### src/rtl/bist_resp_cmp_if.sv
// Signal bundle between the BIST controller / memory read port and the response analyzer.
// The controller side drives reads and returned data; the analyzer side reports results.
interface bist_resp_cmp_if #(
    parameter int pDATA_WIDTH = 2,
    parameter int pADDR_WIDTH = 4,
    parameter int pCNT_WIDTH  = 8
);
    logic                   cmp_clr;
    logic                   rd_en;
    logic [pADDR_WIDTH-1:0] rd_addr;
    logic                   pat_sel;
    logic                   test_end;
    logic [pDATA_WIDTH-1:0] mem_dout;

    logic                   cmp_fail;
    logic [pCNT_WIDTH-1:0]  fail_cnt;
    logic                   first_fail_vld;
    logic [pADDR_WIDTH-1:0] first_fail_addr;
    logic [pDATA_WIDTH-1:0] fail_bits;
    logic                   cmp_done;

    modport master (
        output cmp_clr, rd_en, rd_addr, pat_sel, test_end, mem_dout,
        input  cmp_fail, fail_cnt, first_fail_vld, first_fail_addr, fail_bits, cmp_done
    );

    modport slave (
        input  cmp_clr, rd_en, rd_addr, pat_sel, test_end, mem_dout,
        output cmp_fail, fail_cnt, first_fail_vld, first_fail_addr, fail_bits, cmp_done
    );
endinterface

### src/rtl/bist_resp_cmp.sv
// MBIST response analyzer: tags each read with its expected pattern, compares the returned
// data after the memory read latency, and accumulates pass/fail results until drained.
//   state | meaning
//   IDLE  | no read seen since reset/clear
//   RUN   | reads being issued, test_end not yet seen
//   DRAIN | test_end seen, waiting for in-flight reads to be compared
//   DONE  | all reads compared; new reads and test_end ignored
module bist_resp_cmp #(
    parameter int pDATA_WIDTH = 2,
    parameter int pADDR_WIDTH = 4,
    parameter int pRD_LAT     = 1,
    parameter int pCNT_WIDTH  = 8
) (
    input  logic           bist_clk,
    input  logic           bist_rst_n,
    bist_resp_cmp_if.slave bus
);
    localparam int LAST = pRD_LAT - 1;

    typedef enum logic [1:0] {
        ST_IDLE  = 2'd0,
        ST_RUN   = 2'd1,
        ST_DRAIN = 2'd2,
        ST_DONE  = 2'd3
    } state_t;

    state_t state_q, state_d;

    logic [pRD_LAT-1:0]     vld_q, vld_d, vld_shift;
    logic [pRD_LAT-1:0]     exp_q, exp_d;
    logic [pADDR_WIDTH-1:0] addr_q [pRD_LAT];
    logic [pADDR_WIDTH-1:0] addr_d [pRD_LAT];

    logic                   cmp_fail_q, cmp_fail_d;
    logic [pCNT_WIDTH-1:0]  fail_cnt_q, fail_cnt_d;
    logic                   ffv_q, ffv_d;
    logic [pADDR_WIDTH-1:0] ffa_q, ffa_d;
    logic [pDATA_WIDTH-1:0] fail_bits_q, fail_bits_d;

    logic                   rd_acc;
    logic                   rd_fail;
    logic [pDATA_WIDTH-1:0] mm;

    assign rd_acc  = bus.rd_en && (state_q != ST_DONE);
    assign mm      = bus.mem_dout ^ {pDATA_WIDTH{exp_q[LAST]}};
    assign rd_fail = vld_q[LAST] && (mm != '0);

    always_comb begin : pipe_next
        vld_shift = '0;
        exp_d     = '0;
        for (int i = 0; i < pRD_LAT; i++) begin
            addr_d[i] = '0;
        end
        vld_shift[0] = rd_acc;
        exp_d[0]     = bus.pat_sel;
        addr_d[0]    = bus.rd_addr;
        for (int i = 1; i < pRD_LAT; i++) begin
            vld_shift[i] = vld_q[i-1];
            exp_d[i]     = exp_q[i-1];
            addr_d[i]    = addr_q[i-1];
        end
        vld_d = bus.cmp_clr ? '0 : vld_shift;
    end

    always_comb begin : result_next
        cmp_fail_d  = cmp_fail_q;
        fail_cnt_d  = fail_cnt_q;
        ffv_d       = ffv_q;
        ffa_d       = ffa_q;
        fail_bits_d = fail_bits_q;
        if (rd_fail) begin
            cmp_fail_d  = 1'b1;
            fail_bits_d = fail_bits_q | mm;
            if (fail_cnt_q != '1) begin
                fail_cnt_d = fail_cnt_q + pCNT_WIDTH'(1);
            end
            if (!ffv_q) begin
                ffv_d = 1'b1;
                ffa_d = addr_q[LAST];
            end
        end
        if (bus.cmp_clr) begin
            cmp_fail_d  = 1'b0;
            fail_cnt_d  = '0;
            ffv_d       = 1'b0;
            ffa_d       = '0;
            fail_bits_d = '0;
        end
    end

    // vld_shift is the pipeline occupancy after this edge; empty means the last
    // in-flight compare registers on the same edge that enters DONE.
    always_comb begin : fsm_next
        state_d = state_q;
        case (state_q)
            ST_IDLE: begin
                if (bus.test_end)   state_d = ST_DRAIN;
                else if (bus.rd_en) state_d = ST_RUN;
            end
            ST_RUN: begin
                if (bus.test_end) state_d = ST_DRAIN;
            end
            ST_DRAIN: begin
                if (vld_shift == '0) state_d = ST_DONE;
            end
            ST_DONE: state_d = ST_DONE;
            default: state_d = ST_IDLE;
        endcase
        if (bus.cmp_clr) state_d = ST_IDLE;
    end

    always_ff @(posedge bist_clk or negedge bist_rst_n) begin
        if (!bist_rst_n) begin
            state_q     <= ST_IDLE;
            vld_q       <= '0;
            exp_q       <= '0;
            for (int i = 0; i < pRD_LAT; i++) begin
                addr_q[i] <= '0;
            end
            cmp_fail_q  <= 1'b0;
            fail_cnt_q  <= '0;
            ffv_q       <= 1'b0;
            ffa_q       <= '0;
            fail_bits_q <= '0;
        end else begin
            state_q     <= state_d;
            vld_q       <= vld_d;
            exp_q       <= exp_d;
            for (int i = 0; i < pRD_LAT; i++) begin
                addr_q[i] <= addr_d[i];
            end
            cmp_fail_q  <= cmp_fail_d;
            fail_cnt_q  <= fail_cnt_d;
            ffv_q       <= ffv_d;
            ffa_q       <= ffa_d;
            fail_bits_q <= fail_bits_d;
        end
    end

    assign bus.cmp_fail        = cmp_fail_q;
    assign bus.fail_cnt        = fail_cnt_q;
    assign bus.first_fail_vld  = ffv_q;
    assign bus.first_fail_addr = ffa_q;
    assign bus.fail_bits       = fail_bits_q;
    assign bus.cmp_done        = (state_q == ST_DONE);
endmodule

### src/flat_wrapper.sv
// flat-port wrapper written by rule: the top's interface ports become plain ports
module bist_resp_cmp_flat 
#(
    parameter int pDATA_WIDTH = 2,
    parameter int pADDR_WIDTH = 4,
    parameter int pRD_LAT     = 1,
    parameter int pCNT_WIDTH  = 8
)
  (bist_clk, bist_rst_n, bus_cmp_clr, bus_rd_en, bus_rd_addr, bus_pat_sel, bus_test_end, bus_mem_dout, bus_cmp_fail, bus_fail_cnt, bus_first_fail_vld, bus_first_fail_addr, bus_fail_bits, bus_cmp_done);
  bist_resp_cmp_if #(.pDATA_WIDTH(pDATA_WIDTH), .pADDR_WIDTH(pADDR_WIDTH), .pCNT_WIDTH(pCNT_WIDTH)) bus_i ();
  input  logic bist_clk;
  input  logic bist_rst_n;
  input wire logic [$bits(bus_i.cmp_clr)-1:0] bus_cmp_clr;
  input wire logic [$bits(bus_i.rd_en)-1:0] bus_rd_en;
  input wire logic [$bits(bus_i.rd_addr)-1:0] bus_rd_addr;
  input wire logic [$bits(bus_i.pat_sel)-1:0] bus_pat_sel;
  input wire logic [$bits(bus_i.test_end)-1:0] bus_test_end;
  input wire logic [$bits(bus_i.mem_dout)-1:0] bus_mem_dout;
  output wire logic [$bits(bus_i.cmp_fail)-1:0] bus_cmp_fail;
  output wire logic [$bits(bus_i.fail_cnt)-1:0] bus_fail_cnt;
  output wire logic [$bits(bus_i.first_fail_vld)-1:0] bus_first_fail_vld;
  output wire logic [$bits(bus_i.first_fail_addr)-1:0] bus_first_fail_addr;
  output wire logic [$bits(bus_i.fail_bits)-1:0] bus_fail_bits;
  output wire logic [$bits(bus_i.cmp_done)-1:0] bus_cmp_done;
  assign bus_i.cmp_clr = bus_cmp_clr;
  assign bus_i.rd_en = bus_rd_en;
  assign bus_i.rd_addr = bus_rd_addr;
  assign bus_i.pat_sel = bus_pat_sel;
  assign bus_i.test_end = bus_test_end;
  assign bus_i.mem_dout = bus_mem_dout;
  assign bus_cmp_fail = bus_i.cmp_fail;
  assign bus_fail_cnt = bus_i.fail_cnt;
  assign bus_first_fail_vld = bus_i.first_fail_vld;
  assign bus_first_fail_addr = bus_i.first_fail_addr;
  assign bus_fail_bits = bus_i.fail_bits;
  assign bus_cmp_done = bus_i.cmp_done;
  bist_resp_cmp #(.pDATA_WIDTH(pDATA_WIDTH), .pADDR_WIDTH(pADDR_WIDTH), .pRD_LAT(pRD_LAT), .pCNT_WIDTH(pCNT_WIDTH)) u_core (.bist_clk(bist_clk), .bist_rst_n(bist_rst_n), .bus(bus_i));
endmodule
### config.mk
export PLATFORM = sky130hd
export DESIGN_NAME = bist_resp_cmp_flat
export DESIGN_NICKNAME = d
export VERILOG_FILES = /design/src/rtl/bist_resp_cmp_if.sv /design/src/rtl/bist_resp_cmp.sv /design/src/flat_wrapper.sv
export SDC_FILE = /design/constraint.sdc
export NUM_CORES = 1
export LEC_CHECK = 0
export CAP_MARGIN = 30
export CORE_MARGIN = 2
export CORE_UTILIZATION = 30
export CTS_CLUSTER_SIZE = 10
export DETAILED_ROUTE_END_ITERATION = 16
export SLEW_MARGIN = 20
export SYNTH_ARGS = -nofsm -noshare
export SYNTH_HDL_FRONTEND = slang
export SYNTH_SLANG_ARGS = --single-unit
### constraint.sdc
create_clock -name bist_clk -period 5 [get_ports bist_clk]
set_clock_uncertainty 0.05 [all_clocks]
set_input_delay 1.25 -clock bist_clk [delete_from_list [all_inputs] [get_ports bist_clk]]
set_output_delay 1.25 -clock bist_clk [all_outputs]
set_load 0.02 [all_outputs]
==> impl_metrics.toml, run 1 <==
[run_status]
outcome = "completed"

[floorplanning]
initial_utilization_pct = 32.1
io_pins = 29
die_area_sq_um = 3790
fp-row-count = 20
die_y_microns = 61.6
die_w_microns = 61.6
core_sq_um = 3100

[synth]
synth_top_family_by_area = "simple AND/OR/NAND/NOR gates"
synthTopCellsByArea = "dfrtp_1, mux2i_1, nor2_1, xor2_1, and4_4"
synth.top_cells.by_count = "dfrtp_1, nor2_1, mux2i_1"
yosysTopAreaCellShare_pct = 57.9
yosys_warnings = 0
synth-edff-count = 0
synth_fp_nets = 102
synthesis.area_sq_um = 995
synthXorXnorAreaFrac_pct = 3.52
ys_seq_elements = 23
synthSimpleGateAreaFrac_pct = 19.5
synth.most_common_cell = "dfrtp_1"
synthDistinctLibCells = 27
ys_seq_area_share_pct = 57.9
synth_mux_area_share_pct = 8.55
synthArstFlopShare_pct = 100
yosys_most_used_dff = "dfrtp_1"
synth_fa_ha_area_share_pct = 1.26
syn_avg_cell_area_sq_um = 11.2
syn_inst = 89
synth_compound_area_share_pct = 6.54
yosysTopAreaCell = "dfrtp_1"

[clock_network]
cts_tree = "built"
clkTransAtPathRegs_ns = 0.12
clock_path_buffers = 2
cts_sinks = 23
cts_setup_buffers = 0
cts_inserted_buffers = 3
cts_resized = 0
htreeDepth = 1
cts_root_buf = "clkbuf_4"
hold_buffers = 0
clk_latency_ns = 0.32

[global_route]
grt_pass1_wl_microns = 3320
grt_usage_pct = 12.1
grt_max_degree = 20
overflow = 0
antenna_found_initial = 0
grt_pass1_vias = 720

[critical_path]
rrSetupSlack_ns = 3.22
cp.required_ns = 3.70
arrival_ns = 1.51
end_kind = "output pin"
crit_type = "flip-flop to output pin"
start_kind = "flip-flop"
cp_max_fo = 4

[sta]
setup_tns_ns = 0
min_period_ns = 2.81
fmax_ghz = 0.355
hold_viol = 0
finalSetupViolCount = 0
fin_crit_sh_pct = 56.3
worstMarginPinSlew_ns = 0.710
slew_headroom_pct = 52.5
rsz0062_at_grt = "no"
slew_violations = 0

[layout]
multiInputGateArea_sq_um = 392
drive_gt1_share_pct = 6.78
nets = 132
nFillCells = 315
syn2layout_area_growth_pct = 36.2
stdcell_count = 162
antenna_cells = 0
seq_area_sq_um = 576

[placed_design]
routabilityCongestion = 0.844
hpwl_microns = 1500
port-buffer-count = 28
dp.cells = 158

[min_path]
hold_class = "flip-flop to flip-flop"

[detailed_routing]
dr.pass1.iters = 4
postRouteAntennaNets = 0
wire_per_inst_microns = 12.4
drc = 0
via_per_inst = 4.79
first_iter_violations = 17
wirelength_microns = 2010
vias = 776

[pwr]
p_per_area_nw_per_um2 = 248
ir_drop_uv = 165
power.leakage_uw = 0.000591

[job]
maxCapViolCount = 0
==> kinds of logic (layout without fill, tap and decap cells) <==
kind of cell / Yosys count / count (layout)
xor+xnor: 4 / 4
flops: 23 / 23
simple gates: 36 / 36
fa+ha+maj: 1 / 1
mux: 8 / 8
compound gates: 11 / 11
buf+inv: 6 / 35
==> placed cells by master (no fill, tap or decap), types with 2 or more instances in the layout <==
cell,count
a21oi_1,3
a31oi_1,2
and3_1,2
and4_4,2
clkbuf_4,3
clkdlybuf4s50_1,28
dfrtp_1,23
inv_1,2
mux2i_1,7
nand3_1,4
nand4_1,2
nor2_1,15
nor2b_1,2
nor3b_1,2
o21ai_0,4
or3_1,2
xor2_1,4
==> registers in the layout, summed over array words and instances (netlist names) <==
| register | count |
|---|---|
| u_core.bus.fail_cnt | 8 |
| u_core.addr_q | 4 |
| u_core.bus.first_fail_addr | 4 |
| u_core.bus.fail_bits | 2 |
| u_core.state_q | 2 |
| u_core.bus.cmp_fail | 1 |
| u_core.exp_q | 1 |
| u_core.vld_q | 1 |
==> worst max-delay path: stages, from the launching register on <==
cell,delay [ns]
dfrtp_1,0.41
and2_1,0.18
clkdlybuf4s50_1,0.61
==> stage by stage <==
step	setup WS, ns	area [sq um]	hold slack, ns	utilization [%]	total power, uW
6_report	2.19	1360	0.456	43.7	336
3_5_place_dp	1.96	1330	0.428	42.7	251
5_1_grt	2.09	1360	0.485	43.7	355
3_3_place_gp	1.99	1310	0.420	42.2	248
2_1_floorplan	2.47	995	0.411	-	224
4_1_cts	2.16	1360	0.461	43.7	343
==> routing by layer <==
| layer | track usage [%] | up-vias | wire length (microns) |
|---|---|---|---|
| met1 | 15.1 | 385 | 955 |
| li1 | - | 370 | - |
| met5 | 0 | - | 0 |
| met2 | 20.0 | 19 | 956 |
| met4 | 4.56 | 0 | 19 |
| met3 | 3.15 | 2 | 82 |
==> power breakdown <==
group          total, uW  leakage [uW]  switching, uW  internal (uW)
clock network       89.5     0.0000139           58.9           30.6
registers            199      0.000303           5.82            194
logic               47.0      0.000274           22.9           24.1
total                336      0.000591           87.6            248
==> cell type report <==
cell class | instances | share of cell area [%]
Sequential cell | 23 | 42.5
Tap cell | 44 | 4.06
Multi-Input combinational cell | 60 | 28.9
Inverter | 2 | 0.554
Clock inverter | 1 | 0.554
Clock buffer | 3 | 1.66
Timing Repair Buffer | 29 | 21.8
==> path summary, 6_finish.rpt <==
| path | cells past startpoint | from | endpoint |
|---|---|---|---|
| worst max register to register | 4 | u_core.exp_q | u_core.bus.fail_cnt[6] |
| worst min register to register | 2 | u_core.addr_q[0] | u_core.bus.first_fail_addr[0] |
| max in group asynchronous | 2 | bist_rst_n | u_core.vld_q |
| worst min-delay path | 2 | u_core.addr_q[0] | u_core.bus.first_fail_addr[0] |
| worst max-delay path | 2 | u_core.state_q[1] | bus_cmp_done |
| min in group asynchronous | 1 | bist_rst_n | u_core.bus.fail_cnt[4] |
Note: power is estimated with default switching activity, not from simulation.
==> run 2, diff against run 1 <==
==> constraint.sdc (replaced) <==
create_clock -name bist_clk -period 2.4 [get_ports bist_clk]
set_clock_uncertainty 0.05 [all_clocks]
set_input_delay 0.6 -clock bist_clk [delete_from_list [all_inputs] [get_ports bist_clk]]
set_output_delay 0.6 -clock bist_clk [all_outputs]
set_load 0.02 [all_outputs]
==> run 2 against run 1 <==
Via count increased by 2.4%. Hold slack improved by 0.0086 ns. Critical path depth is the same. Wire length is 0.45% lower. Clock-buffer cell count stayed put. Combinational power is 110% higher. Largest power group unchanged.
==> impl_metrics.toml, run 2 (synthesis gave the netlist of run 1 again) <==
[critical_path]
cp_slowest_cell = "clkdlybuf4s50_1"
rrSetupSlack_ns = 0.68
cp_num_buf_inv = 1
max_stage_delay_ns = 0.61
arrival_ns = 1.52
cp_cell_sequence = "and2_1 > clkdlybuf4s50_1"
cpLargestDelayFamily = "buffers and inverters"
start_kind = "flip-flop"
end_kind = "output pin"
crit_type = "flip-flop to output pin"
cp_max_fo = 4
cp.required_ns = 1.75

[clock_network]
cts_setup_buffers = 0
cts_root_buf = "clkbuf_4"
clkTransAtPathRegs_ns = 0.13
cts_tree = "built"
cts_resized = 0
hold_buffers = 0
cts_sinks = 23
clock_path_buffers = 2
htreeDepth = 1
clk_latency_ns = 0.32
cts_inserted_buffers = 3

[min_path]
hold_class = "flip-flop to flip-flop"

[pwr]
p_per_area_nw_per_um2 = 512
ir_drop_uv = 431
total_power_uw = 705
power.leakage_uw = 0.000607

[run_status]
outcome = "completed"

[sta]
finalSetupViolCount = 0
slew_headroom_pct = 78.5
worst_slack_ns = 0.229
worstMarginPinSlew_ns = 0.321
rsz0062_at_grt = "no"
slew_violations = 0
min_period_ns = 2.17
setup_tns_ns = 0
fmax_ghz = 0.461
hold_viol = 0
fin_crit_sh_pct = 90.5

[layout]
mostFrequentLayoutCells = "clkdlybuf4s50_1, dfrtp_1, nor2_1"
final_common_cell = "clkdlybuf4s50_1"
antenna_cells = 0
final_util_pct = 44.4
nets = 136
syn2layout_area_growth_pct = 38.5
largest_reg_flops = 8
drive_gt1_share_pct = 9.84
nFillCells = 323

[detailed_routing]
vias = 795
wirelength_microns = 2010
first_iter_violations = 39
drc = 0
wire_per_inst_microns = 12.1
via_per_inst = 4.79
dr.pass1.iters = 4
postRouteAntennaNets = 0

[placed_design]
pre_cts_ws_ns = 0.0945
port-buffer-count = 28
routabilityCongestion = 0.812
hpwl_microns = 1540

[floorplanning]
io_pins = 29
die_w_microns = 61.6
die_y_microns = 61.6
die_area_sq_um = 3790
fp-row-count = 20
initial_utilization_pct = 32.1
core_sq_um = 3100

[global_route]
grt_pass1_wl_microns = 3530
overflow = 0
antenna_found_initial = 0
grt_usage_pct = 12.9
grt_pass1_vias = 774
grt_max_degree = 24

[job]
maxCapViolCount = 0
-- run 2: cell count changes in the layout (fill, tap and decap cells not counted), sizes merged --
cell	before	now
buf	1	5
-- run 2: worst reg2reg max path, stage by stage, from the launching register on --
cell and delay [ns]:
dfrtp_1 0.43, ha_1 0.23, nand4_1 0.25, o2111ai_1 0.37
mux2i_1 0.24, nor2_1 0.05
-- run 2: cell type report --
type / count / area [sq um] / area share (%)
tap: 44 / 55.1 / 4.00
inverter: 2 / 7.51 / 0.545
clock inverter: 1 / 7.51 / 0.545
multi-input combinational: 60 / 392 / 28.4
timing repair buffer: 33 / 318 / 23.1
clock buffer: 3 / 22.5 / 1.63
sequential: 23 / 576 / 41.8
-- run 2: path summary, 6_finish.rpt --
| path | start | end | depth (start not counted) |
|---|---|---|---|
| setup / recovery | u_core.state_q[1] | bus_cmp_done | 2 |
| hold / removal | u_core.addr_q[2] | u_core.bus.first_fail_addr[2] | 2 |
| setup reg to reg | u_core.bus.fail_cnt[0] | u_core.bus.fail_cnt[1] | 5 |
| hold reg to reg | u_core.addr_q[2] | u_core.bus.first_fail_addr[2] | 2 |
| max in group asynchronous | bist_rst_n | u_core.bus.fail_cnt[5] | 2 |
| min in group asynchronous | bist_rst_n | u_core.bus.fail_bits[1] | 2 |
-- run 2: metal layers --
layer / vias up / wire length, microns / share of wire, % / track usage (%)
met5: - / 0 / 0 / 0
met4: 0 / 38 / 1.9 / 5.47
met3: 4 / 84 / 4.2 / 3.15
met2: 20 / 941 / 47 / 20.0
met1: 391 / 941 / 47 / 17.2
li1: 380 / - / - / -
-- run 2: metrics by stage --
stage | hold slack [ns] | cells | area (sq um)
after global placement | 0.421 | 162 | 1350
after CTS | 0.472 | 166 | 1380
final | 0.464 | 166 | 1380
after global routing | 0.495 | 166 | 1380
after floorplan | 0.254 | 89 | 995
after detailed placement | 0.440 | 162 | 1350
-- run 2: power by group --
group	switching (uW)	internal (uW)
clock network	125	63.8
registers	11.7	403
logic	48.8	52.7
==> run 3, diff against run 2 <==
--- a/config.mk
+++ b/config.mk
@@ -10,6 +10,9 @@
 export CORE_UTILIZATION = 30
 export CTS_CLUSTER_SIZE = 10
 export DETAILED_ROUTE_END_ITERATION = 16
+export GPL_TIMING_DRIVEN = 0
+export HOLD_SLACK_MARGIN = 0.05
+export RECOVER_POWER = 50
 export SLEW_MARGIN = 20
 export SYNTH_ARGS = -nofsm -noshare
 export SYNTH_HDL_FRONTEND = slang
==> run 3 against run 2 <==
Sequential share of layout area rose by 0.73 points. Largest cell class unchanged. Via count fell by 1.1%. Hold slack got worse by 0.0093 ns. Largest power group unchanged. Sequential cell count did not move.
==> impl_metrics.toml, run 3 (synthesis gave the netlist of run 1 again) <==
[floorplanning]
io_pins = 29
core_sq_um = 3100
die_area_sq_um = 3790
fp-row-count = 20
initial_utilization_pct = 32.1
die_w_microns = 61.6
die_y_microns = 61.6

[layout]
largest_reg_flops = 8
antenna_cells = 0
nFillCells = 322
final_area_sq_um = 1350
nets = 135
drive_gt1_share_pct = 7.44
final_common_cell = "dfrtp_1"
syn2layout_area_growth_pct = 36.1
mostFrequentLayoutCells = "dfrtp_1, clkdlybuf4s50_1, nor2_1"

[min_path]
hold_class = "flip-flop to flip-flop"

[critical_path]
crit_type = "flip-flop to output pin"
arrival_ns = 1.51
cp_num_buf_inv = 1
cp.required_ns = 1.75
cp_cell_sequence = "and2_1 > clkdlybuf4s50_1"
cp_max_fo = 4
cpLargestDelayFamily = "buffers and inverters"
end_kind = "output pin"
start_kind = "flip-flop"
cp_slowest_cell = "clkdlybuf4s50_1"
max_stage_delay_ns = 0.61

[detailed_routing]
wire_per_inst_microns = 12.3
postRouteAntennaNets = 0
vias = 786
via_per_inst = 4.76
drc = 0
dr.pass1.iters = 4
first_iter_violations = 14
wirelength_microns = 2020

[placed_design]
port-buffer-count = 27
hpwl_microns = 1570
routabilityCongestion = 0.795
placed_area_sq_um = 1350

[pwr]
power.leakage_uw = 0.000593
ir_drop_uv = 326
p_per_area_nw_per_um2 = 513

[sta]
rsz0062_at_grt = "no"
finalSetupViolCount = 0
min_period_ns = 2.16
setup_tns_ns = 0
hold_viol = 0
worstMarginPinSlew_ns = 0.894
fin_crit_sh_pct = 89.9
slew_headroom_pct = 40.4
slew_violations = 0
fmax_ghz = 0.464

[clock_network]
clock_path_buffers = 2
cts_tree = "built"
cts_sinks = 23
cts_inserted_buffers = 3
hold_buffers = 0
clkTransAtPathRegs_ns = 0.13
cts_root_buf = "clkbuf_4"
cts_setup_buffers = 0
clk_latency_ns = 0.31
htreeDepth = 1
cts_resized = 0

[global_route]
grt_pass1_vias = 808
grt_usage_pct = 12.8
antenna_found_initial = 0
overflow = 0
grt_pass1_wl_microns = 3510
grt_max_degree = 18

[job]
maxCapViolCount = 0

[run_status]
outcome = "completed"
## run 3: cell types whose count changed in the layout (fill, tap and decap cells not counted)
cell,delta
clkbuf_1,+3
buf_2,+1
buf_4,-4
clkdlybuf4s50_1,-8
dlygate4sd3_1,+7
## run 3: layout make-up
class / instances / area (sq um) / area share [%]
clock inverter: 1 / 7.51 / 0.555
sequential: 23 / 576 / 42.5
inverter: 2 / 7.51 / 0.555
clock buffer: 3 / 22.5 / 1.66
buffer: 4 / 20.0 / 1.48
tap: 44 / 55.1 / 4.07
multi-input combinational: 60 / 392 / 28.9
timing repair buffer: 28 / 274 / 20.2
## run 3: per-stage QoR
stage | cells | power (uW) | worst slack [ns] | hold slack, ns | util, %
finish | 165 | 695 | 0.243 | 0.455 | 43.6
global route | 165 | 738 | 0.153 | 0.478 | 43.6
CTS | 165 | 718 | 0.220 | 0.457 | 44.4
detailed placement | 161 | 528 | 0.00411 | 0.424 | 43.4
global placement | 160 | 519 | 0.0108 | 0.420 | 42.5
floorplan | 89 | 467 | 0.516 | 0.254 | -
## run 3: path summary, 6_finish.rpt
path                                   start  slack, ns                            end  cells past startpoint
setup / recovery           u_core.state_q[1]       0.24                   bus_cmp_done                      2
max in group asynchronous         bist_rst_n       0.65         u_core.bus.fail_cnt[1]                      2
hold / removal              u_core.addr_q[3]       0.46  u_core.bus.first_fail_addr[3]                      2
setup reg to reg                u_core.exp_q       0.62         u_core.bus.fail_cnt[6]                      5
hold reg to reg             u_core.addr_q[3]       0.46  u_core.bus.first_fail_addr[3]                      2
min in group asynchronous         bist_rst_n       0.55         u_core.bus.fail_cnt[3]                      1
## run 3: report_power, final
part	internal (uW)	leakage (uW)	switching (uW)
registers	403	0.000303	12.3
clock network	63.5	0.0000139	120
logic	47.1	0.000276	48.7
total	514	0.000593	181
## run 3: worst min-delay path: cells and delay by family, from the launching register on
| family | cells | cell delay (ns) |
|---|---|---|
| DFF | 1 | 0.34 |
| muxes | 1 | 0.06 |
| and+or+nand+nor | 1 | 0.08 |
## run 3: routing by layer
metal	global-route usage, %	routed length [microns]
met5	0	0
met4	3.65	19
met3	3.78	98
met2	22.9	1010
met1	14.7	899
